--- src/rtl/fp_addsub_pipe.sv ---
// Three-stage pipelined floating-point adder/subtractor with round-to-nearest-even,
// DAZ/FTZ handling, IEEE exception flags and a globally stalled valid/ready handshake.
module fp_addsub_pipe #(
    parameter int unsigned EXP_W = 8,
    parameter int unsigned MAN_W = 23
) (
    input  logic                   clk,
    input  logic                   rst,
    input  logic [EXP_W+MAN_W:0]   i_a,
    input  logic [EXP_W+MAN_W:0]   i_b,
    input  logic                   i_sub,
    input  logic                   i_vld,
    output logic                   i_rdy,
    output logic [EXP_W+MAN_W:0]   o_res,
    output logic                   o_res_vld,
    input  logic                   o_rdy,
    output logic                   o_overflow,
    output logic                   o_underflow,
    output logic                   o_invalid,
    output logic                   o_inexact
);
    localparam int unsigned W     = 1 + EXP_W + MAN_W;
    localparam int unsigned SW    = MAN_W + 4;  // hidden + fraction + G/R/S
    localparam int unsigned LZ_W  = $clog2(SW + 1);
    localparam int unsigned EW    = ((EXP_W > LZ_W) ? EXP_W : LZ_W) + 2;

    logic w_adv;
    assign w_adv = !o_res_vld || o_rdy;
    assign i_rdy = w_adv;

    // ---------------- stage 1: classify / swap / align ----------------
    logic             w_a_sign, w_b_sign;
    logic [EXP_W-1:0] w_a_exp, w_b_exp;
    logic [MAN_W-1:0] w_a_frac, w_b_frac;
    logic             w_a_zero, w_b_zero, w_a_max, w_b_max;
    logic             w_a_nan, w_b_nan, w_a_inf, w_b_inf;
    logic [MAN_W:0]   w_a_sig, w_b_sig;
    logic             w_a_ge_b;

    assign w_a_sign = i_a[W-1];
    assign w_b_sign = i_b[W-1] ^ i_sub;
    assign w_a_exp  = i_a[W-2:MAN_W];
    assign w_b_exp  = i_b[W-2:MAN_W];
    assign w_a_frac = i_a[MAN_W-1:0];
    assign w_b_frac = i_b[MAN_W-1:0];
    assign w_a_zero = (w_a_exp == '0);
    assign w_b_zero = (w_b_exp == '0);
    assign w_a_max  = &w_a_exp;
    assign w_b_max  = &w_b_exp;
    assign w_a_nan  = w_a_max && (w_a_frac != '0);
    assign w_b_nan  = w_b_max && (w_b_frac != '0);
    assign w_a_inf  = w_a_max && (w_a_frac == '0);
    assign w_b_inf  = w_b_max && (w_b_frac == '0);
    // Subnormals are flushed: a zero exponent contributes no significand at all.
    assign w_a_sig  = w_a_zero ? '0 : {1'b1, w_a_frac};
    assign w_b_sig  = w_b_zero ? '0 : {1'b1, w_b_frac};
    assign w_a_ge_b = {w_a_exp, w_a_sig} >= {w_b_exp, w_b_sig};

    logic             w_big_sign, w_sml_sign;
    logic [EXP_W-1:0] w_big_exp, w_sml_exp, w_diff;
    logic [MAN_W:0]   w_big_sig, w_sml_sig;
    logic [SW-1:0]    w_sml_ext, w_sml_shf, w_sml_aln;
    logic             w_sticky;

    assign w_big_sign = w_a_ge_b ? w_a_sign : w_b_sign;
    assign w_sml_sign = w_a_ge_b ? w_b_sign : w_a_sign;
    assign w_big_exp  = w_a_ge_b ? w_a_exp  : w_b_exp;
    assign w_sml_exp  = w_a_ge_b ? w_b_exp  : w_a_exp;
    assign w_big_sig  = w_a_ge_b ? w_a_sig  : w_b_sig;
    assign w_sml_sig  = w_a_ge_b ? w_b_sig  : w_a_sig;
    assign w_diff     = w_big_exp - w_sml_exp;
    assign w_sml_ext  = {w_sml_sig, 3'b000};
    assign w_sml_shf  = w_sml_ext >> w_diff;
    assign w_sticky   = |(w_sml_ext & ~({SW{1'b1}} << w_diff));
    assign w_sml_aln  = {w_sml_shf[SW-1:1], w_sml_shf[0] | w_sticky};

    logic         w_spec_nan, w_spec;
    logic [W-1:0] w_spec_res;

    assign w_spec_nan = w_a_nan || w_b_nan || (w_a_inf && w_b_inf && (w_a_sign != w_b_sign));
    assign w_spec     = w_spec_nan || w_a_inf || w_b_inf;
    assign w_spec_res = w_spec_nan ? {1'b0, {EXP_W{1'b1}}, 1'b1, {(MAN_W-1){1'b0}}} :
                        w_a_inf    ? {w_a_sign, {EXP_W{1'b1}}, {MAN_W{1'b0}}} :
                                     {w_b_sign, {EXP_W{1'b1}}, {MAN_W{1'b0}}};

    logic             r1_vld, r1_sign, r1_same, r1_spec, r1_spec_inv;
    logic [EXP_W-1:0] r1_exp;
    logic [SW-1:0]    r1_big, r1_sml;
    logic [W-1:0]     r1_spec_res;

    // ---------------- stage 2: add / subtract / leading-zero count ----------------
    logic [SW:0]     w_sum;
    logic [LZ_W-1:0] w_lzc;

    assign w_sum = r1_same ? ({1'b0, r1_big} + {1'b0, r1_sml})
                           : ({1'b0, r1_big} - {1'b0, r1_sml});

    always_comb begin
        w_lzc = LZ_W'(SW);
        for (int i = 0; i < int'(SW); i++) begin
            if (w_sum[i]) w_lzc = LZ_W'(SW - 1 - i);
        end
    end

    logic             r2_vld, r2_sign, r2_same, r2_spec, r2_spec_inv;
    logic [EXP_W-1:0] r2_exp;
    logic [SW:0]      r2_sum;
    logic [LZ_W-1:0]  r2_lzc;
    logic [W-1:0]     r2_spec_res;

    // ---------------- stage 3: normalise / round / pack ----------------
    logic [SW-1:0]    w_norm;
    logic [EW-1:0]    w_exp_n, w_exp_f;
    logic             w_g, w_r, w_s, w_inc;
    logic [MAN_W+1:0] w_rnd;
    logic [MAN_W-1:0] w_frac;
    logic [W-1:0]     w_res;
    logic             w_ovf, w_unf, w_inv, w_inx;
    logic             w_unused;

    always_comb begin
        if (r2_sum[SW]) begin
            w_norm  = {r2_sum[SW:2], r2_sum[1] | r2_sum[0]};
            w_exp_n = EW'(r2_exp) + EW'(1);
        end else begin
            w_norm  = r2_sum[SW-1:0] << r2_lzc;
            w_exp_n = EW'(r2_exp) - EW'(r2_lzc);
        end
    end

    assign w_g      = w_norm[2];
    assign w_r      = w_norm[1];
    assign w_s      = w_norm[0];
    assign w_inc    = w_g && (w_r || w_s || w_norm[3]);
    assign w_rnd    = {1'b0, w_norm[SW-1:3]} + (MAN_W+2)'(w_inc);
    // A carry out of rounding leaves 1.000..0, so the fraction becomes zero.
    assign w_exp_f  = w_exp_n + EW'(w_rnd[MAN_W+1]);
    assign w_frac   = w_rnd[MAN_W+1] ? '0 : w_rnd[MAN_W-1:0];
    assign w_unused = w_rnd[MAN_W];

    always_comb begin
        w_res = {r2_sign, w_exp_f[EXP_W-1:0], w_frac};
        w_ovf = 1'b0;
        w_unf = 1'b0;
        w_inv = 1'b0;
        w_inx = w_g || w_r || w_s;
        if (r2_spec) begin
            w_res = r2_spec_res;
            w_inv = r2_spec_inv;
            w_inx = 1'b0;
        end else if (r2_sum == '0) begin
            // Only like-signed zeros keep their sign; any cancellation yields +0.
            w_res = {r2_sign && r2_same, {(W-1){1'b0}}};
            w_inx = 1'b0;
        end else if (!w_exp_f[EW-1] && (w_exp_f >= EW'({EXP_W{1'b1}}))) begin
            w_res = {r2_sign, {EXP_W{1'b1}}, {MAN_W{1'b0}}};
            w_ovf = 1'b1;
            w_inx = 1'b1;
        end else if (w_exp_f[EW-1] || (w_exp_f == '0)) begin
            w_res = {r2_sign, {(W-1){1'b0}}};
            w_unf = 1'b1;
            w_inx = 1'b1;
        end
    end

    // ---------------- registers ----------------
    always_ff @(posedge clk) begin
        if (rst) begin
            r1_vld      <= 1'b0;
            r2_vld      <= 1'b0;
            o_res_vld   <= 1'b0;
            o_res       <= '0;
            o_overflow  <= 1'b0;
            o_underflow <= 1'b0;
            o_invalid   <= 1'b0;
            o_inexact   <= 1'b0;
        end else if (w_adv) begin
            r1_vld    <= i_vld;
            r2_vld    <= r1_vld;
            o_res_vld <= r2_vld;
            if (r2_vld) begin
                o_res       <= w_res;
                o_overflow  <= w_ovf;
                o_underflow <= w_unf;
                o_invalid   <= w_inv;
                o_inexact   <= w_inx;
            end else begin
                o_overflow  <= 1'b0;
                o_underflow <= 1'b0;
                o_invalid   <= 1'b0;
                o_inexact   <= 1'b0;
            end
        end
    end

    always_ff @(posedge clk) begin
        if (w_adv) begin
            r1_sign     <= w_big_sign;
            r1_same     <= (w_big_sign == w_sml_sign);
            r1_exp      <= w_big_exp;
            r1_big      <= {w_big_sig, 3'b000};
            r1_sml      <= w_sml_aln;
            r1_spec     <= w_spec;
            r1_spec_inv <= w_spec_nan;
            r1_spec_res <= w_spec_res;
            r2_sign     <= r1_sign;
            r2_same     <= r1_same;
            r2_exp      <= r1_exp;
            r2_sum      <= w_sum;
            r2_lzc      <= w_lzc;
            r2_spec     <= r1_spec;
            r2_spec_inv <= r1_spec_inv;
            r2_spec_res <= r1_spec_res;
        end
    end

endmodule

--- config.mk ---
export PLATFORM = sky130hd
export DESIGN_NAME = fp_addsub_pipe
export DESIGN_NICKNAME = d
export VERILOG_FILES = /design/src/rtl/fp_addsub_pipe.sv
export SDC_FILE = /design/constraint.sdc
export NUM_CORES = 1
export LEC_CHECK = 0
export CORE_UTILIZATION = 45
export CTS_CLUSTER_DIAMETER = 80
export DETAILED_ROUTE_END_ITERATION = 8
export DONT_BUFFER_PORTS = 1
export PLACE_DENSITY_LB_ADDON = 0.05
export RECOVER_POWER = 100
export SLEW_MARGIN = 15
export SYNTH_ARGS = -nofsm -noshare
export SYNTH_HDL_FRONTEND = slang
export SYNTH_SLANG_ARGS = --single-unit
--- constraint.sdc ---
create_clock -name clk -period 16.3 [get_ports clk]
set_clock_uncertainty 0.15 [all_clocks]
set_input_delay 3.26 -clock clk [delete_from_list [all_inputs] [get_ports clk]]
set_output_delay 3.26 -clock clk [all_outputs]
set_load 0.03 [all_outputs]
==> impl_metrics.ini, run 1 <==
[status]
outcome = complete, but fails checks
violations = DRC, capacitance limit, slew limit

[worst_hold_path]
min_to = r2_exp[1]$_DFFE_PN_
hold_depth = 0
hold_class = reg -> reg
hp-start = r1_exp[1]$_DFFE_PN_

[finish]
register_area_sq_mm = 0.00414
multi_input_area_sq_mm = 0.00923
drive_gt1_share_pct = 8.93
final_nets = 1739
fillers = 2990
final_util_pct = 48.6
area_growth_pct = 5.41

[clock_network]
cts_resized = 0
htreeDepth = 4
cts_buffers = 17
clock_sinks = 151
clk_pin_slew_ps = 70
cts.path.max_buffers = 2
ctsHoldBuffers = 0
post-cts-setup-buffers = 0
root_buffer = clkbuf_16
insertion_delay_ps = 450
tritoncts = yes

[critical_path]
crit_chain = or4_1 > or2_0 > nand2_1 > inv_1 > ha_1 > nand2b_1 > a21o_1 > maj3_1 > o2111a_1 > o21a_1 > nor2_1 > o22ai_1 > o311ai_0 > a31oi_1 > nand4b_1 > a211oi_1 > a221oi_1 > nor3_1
r2r_setup_slack_ps = 8030
criticalPathCategory = in -> reg
endpoint_kind = register
reg2reg_from = r2_lzc[3]$_SDFFCE_PP0N_
arrival_ps = 11980
crit_slowest_cell = nand4b_1
cp_max_fo = 43
crit_path_max_incr_delay_ps = 1290
worstRegToRegCells = 24
cp.required_ps = 16360
r2r-end = o_res[4]$_SDFFE_PP0P_
cp-start-kind = input pin

[sta]
worst_slack_ps = 4380
setup_viol = 0
finalCritPeriodShare_pct = 73.1
fin_crit_ps = 11920
drv_slew = 322
timing.slew.headroom_pct = -85.7
tns_ps = 0
fmax_mhz = 83.9
rsz0062_at_grt = false
worstMarginPinSlew_ps = 2780
finalHoldViolCount = 0

[global_route]
grt_max_degree = 83
grt_pass1_vias = 11900
antenna_found_initial = 1
grt_overflow = 0
grt_use_total_pct = 27.8
grt_pass1_wl_mm = 69.4

[drt]
route.met2.wl_mm = 21.0
drt_iter0_drc = 1057
routed_wirelength_mm = 44.6
avgViaCountPerCell = 6.28
ant_nets = 0
firstDrtPassIters = 7
route.met3.wl_mm = 2.18
vias = 12500
wl_met1_mm = 19.6
wl_per_cell_microns = 22.4
drc_errors = 18
top_layer = met4

[logic_synthesis]
synth-xor-area-share_pct = 3.64
ys_ff_latch = 151
post-synth-top-area-cell = edfxtp_1
syn_area_sq_mm = 0.0142
seq_area_frac_synth_pct = 29.2
synth-compound-area-share_pct = 21.1
synthesis.nets = 1799
muxShareOfSynthArea_pct = 12.6
synth.most_common_cell = nand2_1
synth-warning-count = 0
syn_area_per_cell_sq_um = 8.68
synth_edf_count = 112
yosysTopAreaCellShare_pct = 23.7
synth_simple_gate_area_share_pct = 19.6
yosysUniqueCellTypes = 88
synth_common_cells = nand2_1 (200), nor2_1 (127), edfxtp_1 (112)
synth_top_family_by_area = compound AO/OA/AOI/OAI gates
synth_ff_type = edfxtp_1
synth_top_cells_by_area = edfxtp_1 (24%), ha_1 (8.0%), mux4_2 (7.5%)
synthAdderAreaFrac_pct = 8.38
async_flop_share_pct = 0
netlist_instances = 1637

[power_and_ir_drop]
totalPowerFinal_mw = 2.02
power_leakage_nw = 5.69
clkPwrFrac_pct = 21.1
powerDensity_mw_per_mm2 = 135
p_int_mw = 1.16
sw_frac_of_total_pct = 42.8
ir_drop_v = 0.0000846
seqPwrFrac_pct = 29.6
p_switching_mw = 0.866
combPwrFrac_pct = 49.3

[floorplanning]
core_sq_mm = 0.0308
die_w_microns = 180
dieHeight_microns = 180
die_area_sq_mm = 0.0323
num_rows = 64
start_util_pct = 46.1
io_pins = 107

[placement]
gp_congestion = 0.981
io_buffers = 0
dpl.hpwl_mm = 35.1
place_ws_ps = 6460

[job]
cap_viol_max_count = 7
==> worst max path at each step <==
stage	start	cells after the start	endpoint
final	i_b[26]	18	r1_sml[1]$_SDFFCE_PN0N_
after global routing	i_b[26]	18	r1_sml[1]$_SDFFCE_PN0N_
after CTS	i_b[26]	22	r1_sml[0]$_DFFE_PN_
after detailed placement	i_b[26]	22	r1_sml[0]$_DFFE_PN_
after global placement	i_b[26]	22	r1_sml[0]$_DFFE_PN_
after floorplan	o_rdy	3	i_rdy
==> per-layer routing <==
| metal | vias to the layer above | global-route usage, % |
|---|---|---|
| met3 | 93 | 3.73 |
| met4 | 0 | 13.0 |
| met1 | 5954 | 35.9 |
| met2 | 432 | 46.1 |
| li1 | 6016 | - |
| met5 | - | 0 |
==> power by group through the flow <==
stage                     Combinational (mW)  Clock (mW)  Sequential, mW
after floorplan                        0.764           0           0.569
after global placement                 0.988           0           0.604
after detailed placement               0.987           0           0.606
after CTS                              0.993       0.433           0.597
after global routing                    1.10       0.449           0.608
final                                  0.999       0.426           0.599
==> sequential cells by signal (all words and copies together), names as in the netlist, 2 cells and up <==
register,cells
r2_lzc,5
r1_big,24
o_res,32
r1_exp,8
r1_sml,27
r2_spec_res,2
r2_exp,8
r2_sum,28
r1_spec_res,2
==> per-stage QoR <==
step / area, sq um / hold WS, ps / std cells
6_report: 15000 / 271 / 1989
5_1_grt: 15000 / 290 / 1988
4_1_cts: 15000 / 270 / 1986
3_5_place_dp: 14400 / 255 / 1954
3_3_place_gp: 14400 / 253 / 1954
2_1_floorplan: 14200 / 250 / 1637
==> critical path, delay by kind of cell <==
family	cells	cell delay, ps
buffers and inverters	1	80
adders and majority gates	2	590
and+or+nand+nor	7	4720
AOI/OAI and AO/OA	8	3310
==> cells by family after synthesis <==
group / count (synthesis)
and+or+nand+nor: 575
AOI/OAI and AO/OA: 449
buffers and inverters: 192
DFF: 151
muxes: 117
adders and majority gates: 94
xor gates and xnor gates: 59
==> area by class of cell <==
type	instances	area share [%]
well taps	396	3.31
multi-input cells	1294	61.7
flip-flops and latches	151	27.7
diodes	3	0.0502
clock buffers	17	2.84
clock inverters	15	1.39
repair buffers	13	0.527
inverters	100	2.52
==> layout by cell type, fill, tap and decap left out, types with 7 or more instances in the layout <==
cell       count
or4_1          9
mux4_2        47
a22oi_1       19
nor2_1       127
xnor2_1       28
a21oi_1      103
nor3_1        47
a31o_2         7
o211ai_1      12
nor2b_1       13
o21bai_1      10
or3_1         13
mux2i_1       48
nand2b_1      13
and2_1        16
nand3_1       40
or2_2          7
a31oi_1       12
buf_4          8
o31ai_1       20
xor2_1        31
nand2_1      201
o22ai_1       13
mux2_2        21
nand4_1       20
a21o_1        12
o21a_1        17
and3_1        12
a211oi_1      18
nor4_1        27
o21ai_0      105
a22o_1        13
inv_1         98
ha_1          91
a21boi_0       8
clkbuf_16     17
dfxtp_1       39
edfxtp_1     112
(Power assumes the default switching activity.)
==> run 2: changes to the inputs <==
- clock period: 16.3 -> 12.15 ns (I/O delays scaled with it)
==> run 2 against run 1 <==
  * The flow still finishes with violations (DRC, capacitance limit, slew limit)
  * Sequential share of layout area up 0.079 points
  * Register-to-register slack worse by 4100 ps
  * Utilization down 0.14 points
  * First-iteration DRC count up 3.4%
  * Wire length down 0.57%
  * Clock power up 21%
  * Power up 31%
  * Worst hold slack worse by 2.3 ps
  * Critical path type unchanged
  * Via count about the same
==> impl_metrics.ini, run 2 (synthesis results as in run 1) <==
[status]
outcome = complete, but fails checks
violations = DRC, capacitance limit, slew limit

[floorplanning]
core_sq_mm = 0.0308
io_pins = 107
num_rows = 64
die_w_microns = 180
die_area_sq_mm = 0.0323
start_util_pct = 46.1
dieHeight_microns = 180

[critical_path]
reg2reg_from = r2_lzc[3]$_SDFFCE_PP0N_
cp_max_fo = 43
criticalPathCategory = in -> reg
cp-endpoint = r1_sml[1]$_SDFFCE_PN0N_
critPathLaunch = i_b[26]
cp-start-kind = input pin
cp.required_ps = 12210
worstRegToRegCells = 24
r2r-end = o_res[5]$_SDFFE_PP0P_
arrival_ps = 10070
r2r_setup_slack_ps = 3940
endpoint_kind = register

[sta]
worstMarginPinSlew_ps = 2690
finalCritPeriodShare_pct = 82.3
worst_slack_ps = 2150
drv_slew = 195
finalHoldViolCount = 0
tns_ps = 0
timing.slew.headroom_pct = -79.4
fmax_mhz = 100
rsz0062_at_grt = false
setup_viol = 0
fin_crit_ps = 10000

[drt]
avgViaCountPerCell = 6.28
firstDrtPassIters = 9
drt_iter0_drc = 1093
drc_errors = 18
vias = 12500
wl_per_cell_microns = 22.3
ant_nets = 0
routed_wirelength_mm = 44.4

[clock_network]
insertion_delay_ps = 450
ctsHoldBuffers = 0
cts_buffers = 17
tritoncts = yes
root_buffer = clkbuf_16
htreeDepth = 4
post-cts-setup-buffers = 0
clock_sinks = 151
clk_pin_slew_ps = 70
cts_resized = 0
cts.path.max_buffers = 2

[placement]
io_buffers = 0
dpl.hpwl_mm = 35.1
dpl.cell_count = 1954
post_dp_cell_area_sq_mm = 0.0144
place_ws_ps = 3130
gp_congestion = 0.981

[global_route]
grt_overflow = 0
grt_pass1_wl_mm = 69.4
grt_use_total_pct = 27.7
antenna_found_initial = 1
grt_max_degree = 83
grt_pass1_vias = 12100

[power_and_ir_drop]
power_leakage_nw = 5.67
powerDensity_mw_per_mm2 = 178
totalPowerFinal_mw = 2.66
ir_drop_v = 0.000108

[finish]
final_nets = 1739
fillers = 2982
reg_top3 = o_res: 32 flops, r2_sum: 28 flops, r1_sml: 27 flops
fin_area_sq_mm = 0.0149
final_common_cell = nand2_1
largest_register_ff_count = 32
mostFrequentLayoutCells = nand2_1 (200), nor2_1 (127), edfxtp_1 (112)
drive_gt1_share_pct = 8.99
area_growth_pct = 5.11
largest_register = o_res
stdcell_count = 1989

[worst_hold_path]
hold_class = reg -> reg
hp-start = r1_exp[1]$_DFFE_PN_

[job]
cap_viol_max_count = 5
## run 2: critical path: stages
cell and delay [ps]:
or4_1 580, or2_0 790, nand2_1 350, inv_1 90, ha_1 260, nand2b_1 140
a21o_1 170, maj3_1 330, o2111a_1 270, o21a_1 510, nor2_1 1220, o22ai_1 440
o311ai_0 570, a31oi_1 140, nand4b_4 550, a211oi_1 660, a221oi_1 150, nor3_1 360
## run 2: worst min-delay path by stage
stage / slack (ps) / end / cells after the start
2_1_floorplan: 250 / r2_exp[0]$_DFFE_PN_ / 0
3_3_place_gp: 250 / r2_spec_res[22]$_DFFE_PN_ / 0
3_5_place_dp: 250 / r2_exp[1]$_DFFE_PN_ / 0
4_1_cts: 270 / r2_exp[1]$_DFFE_PN_ / 0
5_1_grt: 290 / r2_exp[2]$_DFFE_PN_ / 0
6_report: 270 / r2_exp[1]$_DFFE_PN_ / 0
## run 2: power by group
group / internal [mW] / total (mW) / leakage, nW / switching (mW)
Clock: 0.286 / 0.515 / 0.278 / 0.230
Combinational: 0.549 / 1.34 / 3.84 / 0.793
Sequential: 0.672 / 0.804 / 1.56 / 0.132
## run 2: stage by stage
stage	hold slack, ps	utilization (%)
3_3_place_gp	253	46.7
6_report	269	48.4
4_1_cts	269	48.5
2_1_floorplan	250	-
3_5_place_dp	255	46.7
5_1_grt	289	48.4
## run 2: layer usage
| metal | up-vias | global-route usage, % | part of all wire, % |
|---|---|---|---|
| li1 | 6011 | - | - |
| met1 | 5919 | 35.6 | 44 |
| met2 | 457 | 45.9 | 47 |
| met3 | 103 | 3.95 | 4.8 |
| met4 | 0 | 13.4 | 4.5 |
| met5 | - | 0 | 0 |
## run 2: area by class of cell
class	instances	area (sq um)	area share [%]
multi-input cells	1294	9260	62.0
flip-flops and latches	151	4140	27.8
well taps	396	495	3.32
clock buffers	17	425	2.85
inverters	100	377	2.52
clock inverters	15	143	0.956
repair buffers	13	78.8	0.528
diodes	3	7.51	0.0503
